$ cat config.mk
export PLATFORM = sky130hd
export DESIGN_NAME = if_id_stage_flat
export DESIGN_NICKNAME = d
export VERILOG_FILES = /design/src/rtl/if_id_if.sv /design/src/rtl/if_id_stage.sv /design/src/flat_wrapper.sv
export SDC_FILE = /design/constraint.sdc
export NUM_CORES = 1
export LEC_CHECK = 0
export CAP_MARGIN = 20
export CORE_ASPECT_RATIO = 0.5
export CORE_MARGIN = 2
export CORE_UTILIZATION = 44
export DETAILED_ROUTE_END_ITERATION = 8
export PLACE_DENSITY = 0.88
export SLEW_MARGIN = 20
export SYNTH_ARGS = -nofsm -noshare
export SYNTH_HDL_FRONTEND = slang
export SYNTH_SLANG_ARGS = --single-unit
export TNS_END_PERCENT = 50
$ cat constraint.sdc
create_clock -name clk -period 6.7 [get_ports clk]
set_clock_uncertainty 0.05 [all_clocks]
set_input_delay 1.34 -clock clk [delete_from_list [all_inputs] [get_ports clk]]
set_output_delay 1.34 -clock clk [all_outputs]
set_load 0.03 [all_outputs]
$ cat src/rtl/if_id_if.sv
// IF/ID boundary bundle: fetch-side inputs, hazard controls and the
// registered decode-side outputs of the IF/ID stage.
interface if_id_if #(
  parameter int WIDTH = 32
) ();
  logic [WIDTH-1:0] instr_in;
  logic [WIDTH-1:0] pc_in;
  logic [WIDTH-1:0] pcPlus4_in;
  logic             stall;
  logic             flush;
  logic             pc_halt;
  logic [WIDTH-1:0] instr_id;
  logic [WIDTH-1:0] pc_id;
  logic [WIDTH-1:0] pcPlus4_id;
  logic             valid_id;

  // Fetch / hazard side drives the inputs and observes the ID outputs.
  modport master (
    output instr_in, pc_in, pcPlus4_in, stall, flush,
    input  pc_halt, instr_id, pc_id, pcPlus4_id, valid_id
  );

  // The stage itself.
  modport slave (
    input  instr_in, pc_in, pcPlus4_in, stall, flush,
    output pc_halt, instr_id, pc_id, pcPlus4_id, valid_id
  );
endinterface

$ cat src/rtl/if_id_stage.sv
// IF/ID pipeline stage. The fetch ROM is synchronous, so the PC metadata
// is delayed one cycle (meta) to line up with the ROM word. A one-entry
// skid keeps the ROM word alive across a stall, and flush turns the stage
// into a bubble while dropping the wrong-path word still in flight.
module if_id_stage #(
  parameter int               WIDTH     = 32,
  parameter logic [WIDTH-1:0] NOP_INSTR = 32'h00000013
) (
  input logic    clk,
  input logic    rst,
  if_id_if.slave bus
);

  typedef struct packed {
    logic [WIDTH-1:0] instr;
    logic [WIDTH-1:0] pc;
    logic [WIDTH-1:0] pc4;
    logic             valid;
  } id_t;

  logic [WIDTH-1:0] meta_pc, meta_pc4;
  logic             meta_valid;
  logic [WIDTH-1:0] skid_instr;
  logic             skid_valid;
  logic [WIDTH-1:0] sel_instr;
  logic             halt;
  id_t              id_q;

  // A redirect always wins over a hold so fetch can take the new target.
  assign halt        = bus.stall & ~bus.flush;
  assign bus.pc_halt = halt;

  // ROM word for the instruction described by meta.
  assign sel_instr = skid_valid ? skid_instr : bus.instr_in;

  // Alignment register: PC pair whose ROM word shows up next cycle.
  always_ff @(posedge clk or posedge rst) begin
    if (rst) begin
      meta_pc    <= '0;
      meta_pc4   <= '0;
      meta_valid <= 1'b0;
    end else if (!halt) begin
      meta_pc    <= bus.pc_in;
      meta_pc4   <= bus.pcPlus4_in;
      meta_valid <= ~bus.flush;
    end
  end

  // Skid: hold the first ROM word seen in a stall, since fetch re-reads
  // the next address and the ROM output is overwritten.
  always_ff @(posedge clk or posedge rst) begin
    if (rst) begin
      skid_valid <= 1'b0;
      skid_instr <= NOP_INSTR;
    end else if (bus.flush) begin
      skid_valid <= 1'b0;
    end else if (bus.stall) begin
      if (!skid_valid) begin
        skid_instr <= bus.instr_in;
        skid_valid <= 1'b1;
      end
    end else begin
      skid_valid <= 1'b0;
    end
  end

  // ID register: flush > stall > advance. Bubbles carry NOP so decode
  // never sees a stale wrong-path word.
  always_ff @(posedge clk or posedge rst) begin
    if (rst) begin
      id_q.instr <= NOP_INSTR;
      id_q.pc    <= '0;
      id_q.pc4   <= '0;
      id_q.valid <= 1'b0;
    end else if (bus.flush) begin
      id_q.instr <= NOP_INSTR;
      id_q.valid <= 1'b0;
    end else if (!bus.stall) begin
      id_q.instr <= meta_valid ? sel_instr : NOP_INSTR;
      id_q.pc    <= meta_pc;
      id_q.pc4   <= meta_pc4;
      id_q.valid <= meta_valid;
    end
  end

  assign bus.instr_id   = id_q.instr;
  assign bus.pc_id      = id_q.pc;
  assign bus.pcPlus4_id = id_q.pc4;
  assign bus.valid_id   = id_q.valid;

endmodule

$ cat src/flat_wrapper.sv
// flat-port wrapper written by rule: the top's interface ports become plain ports
module if_id_stage_flat 
#(
  parameter int               WIDTH     = 32,
  parameter logic [WIDTH-1:0] NOP_INSTR = 32'h00000013
)
  (clk, rst, bus_instr_in, bus_pc_in, bus_pcPlus4_in, bus_stall, bus_flush, bus_pc_halt, bus_instr_id, bus_pc_id, bus_pcPlus4_id, bus_valid_id);
  if_id_if #(.WIDTH(WIDTH)) bus_i ();
  input logic clk;
  input logic rst;
  input wire logic [$bits(bus_i.instr_in)-1:0] bus_instr_in;
  input wire logic [$bits(bus_i.pc_in)-1:0] bus_pc_in;
  input wire logic [$bits(bus_i.pcPlus4_in)-1:0] bus_pcPlus4_in;
  input wire logic [$bits(bus_i.stall)-1:0] bus_stall;
  input wire logic [$bits(bus_i.flush)-1:0] bus_flush;
  output wire logic [$bits(bus_i.pc_halt)-1:0] bus_pc_halt;
  output wire logic [$bits(bus_i.instr_id)-1:0] bus_instr_id;
  output wire logic [$bits(bus_i.pc_id)-1:0] bus_pc_id;
  output wire logic [$bits(bus_i.pcPlus4_id)-1:0] bus_pcPlus4_id;
  output wire logic [$bits(bus_i.valid_id)-1:0] bus_valid_id;
  assign bus_i.instr_in = bus_instr_in;
  assign bus_i.pc_in = bus_pc_in;
  assign bus_i.pcPlus4_in = bus_pcPlus4_in;
  assign bus_i.stall = bus_stall;
  assign bus_i.flush = bus_flush;
  assign bus_pc_halt = bus_i.pc_halt;
  assign bus_instr_id = bus_i.instr_id;
  assign bus_pc_id = bus_i.pc_id;
  assign bus_pcPlus4_id = bus_i.pcPlus4_id;
  assign bus_valid_id = bus_i.valid_id;
  if_id_stage #(.WIDTH(WIDTH), .NOP_INSTR(NOP_INSTR)) u_core (.clk(clk), .rst(rst), .bus(bus_i));
endmodule
==> metrics.md <==
| Metric | Value |
|---|---|
| Outcome | complete, no violations |
| Worst VDD drop | between 0.15 and 0.2 mV |
| Busiest metal layer after global routing | met2 |
| Netlist Area Pre-Place | between 7000 and 8000 µm² |
| Site row count | 33 |
| I/O pin count | 198 |
| Number of remaining DRC errors | 0 |
| Wire length of the first global-routing pass | 26080 µm |
| Clock share of power | 0.334 |
| CTS tree | done |
| Crit share post-route | 0.7212 |
| Switching power | 0.8650 mW |
| Combinational share of power | 0.204 |
| Antenna violations before repair | 0 |
| End point of the worst hold path | u_core.bus.instr_id[8]$_DFFE_PP0N_ |
| Clock sink total | 195 |
| Largest stage delay on the critical path | between 700 and 800 ps |
| Quantity of hold-fixing buffers added after cts | 0 |
| Number of gates given a new drive strength after cts | 0 |
| Total clock buffers created by CTS | 17 |
| Area fraction of the dominant cell type after synthesis | 0.6215 |
| GRT Overall Usage | 0.1813 |
| Effective utilization at floorplan | 0.4573 |
| Cell variety after synth | 21 |
| Number of nets in the finished design | 751 |
| Layout cell share with drive strength beyond 1 | 0.3178 |
| Endpoints failing setup | 0 |
| Transition at the pin with the smallest max-transition slack | 997.1 ps |
| Hold Fails Final Rpt | 0 |
| Number of H-tree levels | 4 |
| Number of register bits inferred by synthesis | 195 |
| Critical path startpoint category | input pin |
| Main flop type after synthesis | dfrtp_1 |
| Die outline height | between 90 and 100 µm |
| Static leakage | 4.262 nW |
| Number of port buffers | 197 |
| Core Util, Final | 0.6184 |
| Class of the tightest hold or removal check | flop to flop |
| Most frequent cell on the critical path | clkdlybuf4s50_1 |
| Yosys Warn Count | 0 |
| Max-cap check violation count | 0 |
| Final global-route overflow total | 0 |
| EDFF count, synth | 0 |
| Pin count of the biggest net entering global routing | between 100 and 150 |
| Die area | 18430 µm² |
| Total power of the final layout | 3.034 mW |
| Switching share of power | 0.2851 |
| Share of the yosys chip area belonging to registers | 0.6422 |
| Global-route met2 utilization | 0.3307 |
| Capturing point of the worst reg2reg path | u_core.skid_instr[30]$_DFFE_PP0P_ |
| FMAX | between 0.2 and 0.25 GHz |
| Worst-case setup slack after placement | between 1500 and 2000 ps |
| Crit. End Element | output port |
| Final estimated routing congestion in global placement | 0.7354 |
| Design Area, Final | 10290 µm² |
| Routed wire length | 16320 µm |
| Buffers plus inverters on the worst setup path | 3 |
| Post-synthesis net count | 556 |
| Global routing usage on met1 | 0.2031 |
| Synth area leaders | dfrtp_1 62%, mux2_2 23%, mux2i_1 3.8%, o2bb2ai_1 3.3%, dfstp_2 2.1% |
| Worst path slowest cell | clkdlybuf4s50_1 |
| Synthesized instance count | 456 |
| WS Path Type | input pin to output port |
| Family with the most delay on the worst path | buffers and inverters |
| Fraction of registers with async set/reset | 1.000 |
| Worst Hold Launch | u_core.bus.instr_id[8]$_DFFE_PP0N_ |
| Worst r2r path cells | 4 |
| Count of filler cells inserted in the layout | 1246 |
| Avg Cell Area, Syn | 16.69 µm² |
| Clock slew at the register clock pins of the worst setup and hold paths | 70 ps |
| Vias per std cell | 5.037 |
| Worst reg2reg setup slack | 4720 ps |
| Fin. max-slew vios | 0 |
| Post-route setup slack | 1868 ps |
| Largest area contributor in the synthesized netlist | dfrtp_1 |
| Worst slew margin | 0.3353 |
| Leading cell types by count after synthesis | 189 x dfrtp_1, 154 x mux2_2, 29 x mux2i_1, 29 x o2bb2ai_1, 12 x buf_4 |
| Final HPWL DP | 10760 µm |
| Dominant cell by count in the synthesized netlist | dfrtp_1 |
| Launch instance of the worst register-to-register path | u_core.skid_valid$_DFF_PP0_ |
| Count of buffers added by post-CTS timing repair for setup | 0 |
| Critical path arrival | between 3000 and 4000 ps |
| Clock latency on the worst-skew pair | 420 ps |
| Number of iterations in the first detailed-routing pass | 4 |
| Final critical delay including setup and external delays | ~4800 ps |
| Wire per inst | 18.31 µm |
| Initial DRC Count | ~110 |
| Crit Path Max Fanout | 46 |
| Diodes inserted | 0 |
| Clock Root Buffer | clkbuf_16 |
| Maximum clock insertion buffer count | 2 |
| Number of vias after detailed routing | 4488 |
| Power per standard cell area | ~300 nW/µm² |
| Sequential fraction of design power | 0.462 |
| TNS Setup | 0 ps |
| Vias in the first global route | 4997 |
| Internal Pwr Total | 2.169 mW |
| Area post-placement | 9704 µm² |
| Met3 Track Usage GR | 0.04173 |
| Synthesis-to-layout area growth | 35.22% |
| Worst path cell trace | clkdlybuf4s50_1 -> nand2b_2 -> inv_4 -> clkdlybuf4s50_1 |
| Core footprint | 16640 µm² |
| Hold depth | 1 |
| Die X-Extent | 190.0 µm |
| Number of routed nets with antenna violations | 0 |
| Crit path required time | ~5300 ps |
| RSZ-0062 raised after global routing | no |
==> cell families (layout without fill, tap and decap cells) <==
family | Yosys count | in the layout | synth area share
flip-flops | 195 | 195 | 0.6422
buffers and inverters | 31 | 239 | 0.03157
AND/OR/NAND/NOR | 4 | 4 | 0.005263
AO/OA/AOI/OAI | 34 | 34 | 0.03814
multiplexers | 192 | 192 | 0.2828
==> how the worst max path moves through the flow <==
stage               from  slack (ps)  cells past startpoint                                   to
2_1_floorplan        rst           8                      1  u_core.bus.instr_id[10]$_DFFE_PP0N_
3_3_place_gp   bus_flush        1920                      4                          bus_pc_halt
3_5_place_dp   bus_flush        1870                      4                          bus_pc_halt
4_1_cts        bus_flush        1870                      4                          bus_pc_halt
5_1_grt        bus_flush        1790                      4                          bus_pc_halt
6_report       bus_flush        1870                      4                          bus_pc_halt
==> worst register-to-register path, cell delays in order (launching register included) <==
cell     delay [ps]
dfrtp_2         390
buf_4           320
nor3b_4         260
buf_4           430
mux2_2          410
==> state kept, by name, summed over array words and instances, names as in the netlist <==
| name | flops |
|---|---|
| u_core.meta_pc4 | 32 |
| u_core.bus.instr_id | 32 |
| u_core.bus.pcPlus4_id | 32 |
| u_core.skid_instr | 32 |
| u_core.meta_pc | 32 |
| u_core.meta_valid | 1 |
| u_core.skid_valid | 1 |
| u_core.bus.valid_id | 1 |
| u_core.bus.pc_id | 32 |
==> final cells by class <==
cell class / count / area, µm² / share of cell area
clock buffers: 17 / 425.4 / 0.04134
clock inverters: 15 / 160.2 / 0.01556
inverters: 4 / 25.02 / 0.002432
multi-input cells: 230 / 2490 / 0.2420
flip-flops and latches: 195 / 4888 / 0.4751
well taps: 227 / 284.0 / 0.02760
repair buffers: 203 / 2017 / 0.1960
==> per-layer routing <==
| layer | vias up | part of all wire |
|---|---|---|
| met5 | - | 0 |
| met4 | 0 | 0.030 |
| met3 | 32 | 0.039 |
| met2 | 102 | 0.53 |
| met1 | 2314 | 0.40 |
| li1 | 2040 | - |
==> power groups by stage <==
| stage | sequential [mW] | clock (mW) | combinational [mW] |
|---|---|---|---|
| global route | 1.42 | 1.10 | 0.653 |
| finish | 1.40 | 1.01 | 0.619 |
| global placement | 1.41 | 0 | 0.611 |
| CTS | 1.40 | 1.04 | 0.629 |
| detailed placement | 1.42 | 0 | 0.626 |
| floorplan | 1.56 | 0 | 0.209 |
==> cell usage in the layout (no fill, tap or decap), types with 2 or more instances in the layout <==
cell type,count
buf_4,6
clkbuf_16,17
clkdlybuf4s50_1,197
clkinv_2,2
dfrtp_1,188
dfstp_2,6
inv_1,2
inv_6,7
inv_8,4
mux2_1,2
mux2_2,154
mux2_4,7
mux2i_1,29
o22a_1,3
o2bb2ai_1,29
==> metrics by stage <==
stage | cells | hold slack, ps
final | 891 | 440.4
after global routing | 891 | 452.6
after CTS | 891 | 443.5
after detailed placement | 859 | 424.2
after global placement | 859 | 416.7
after floorplan | 456 | 407.8
(Power assumes the default switching activity.)
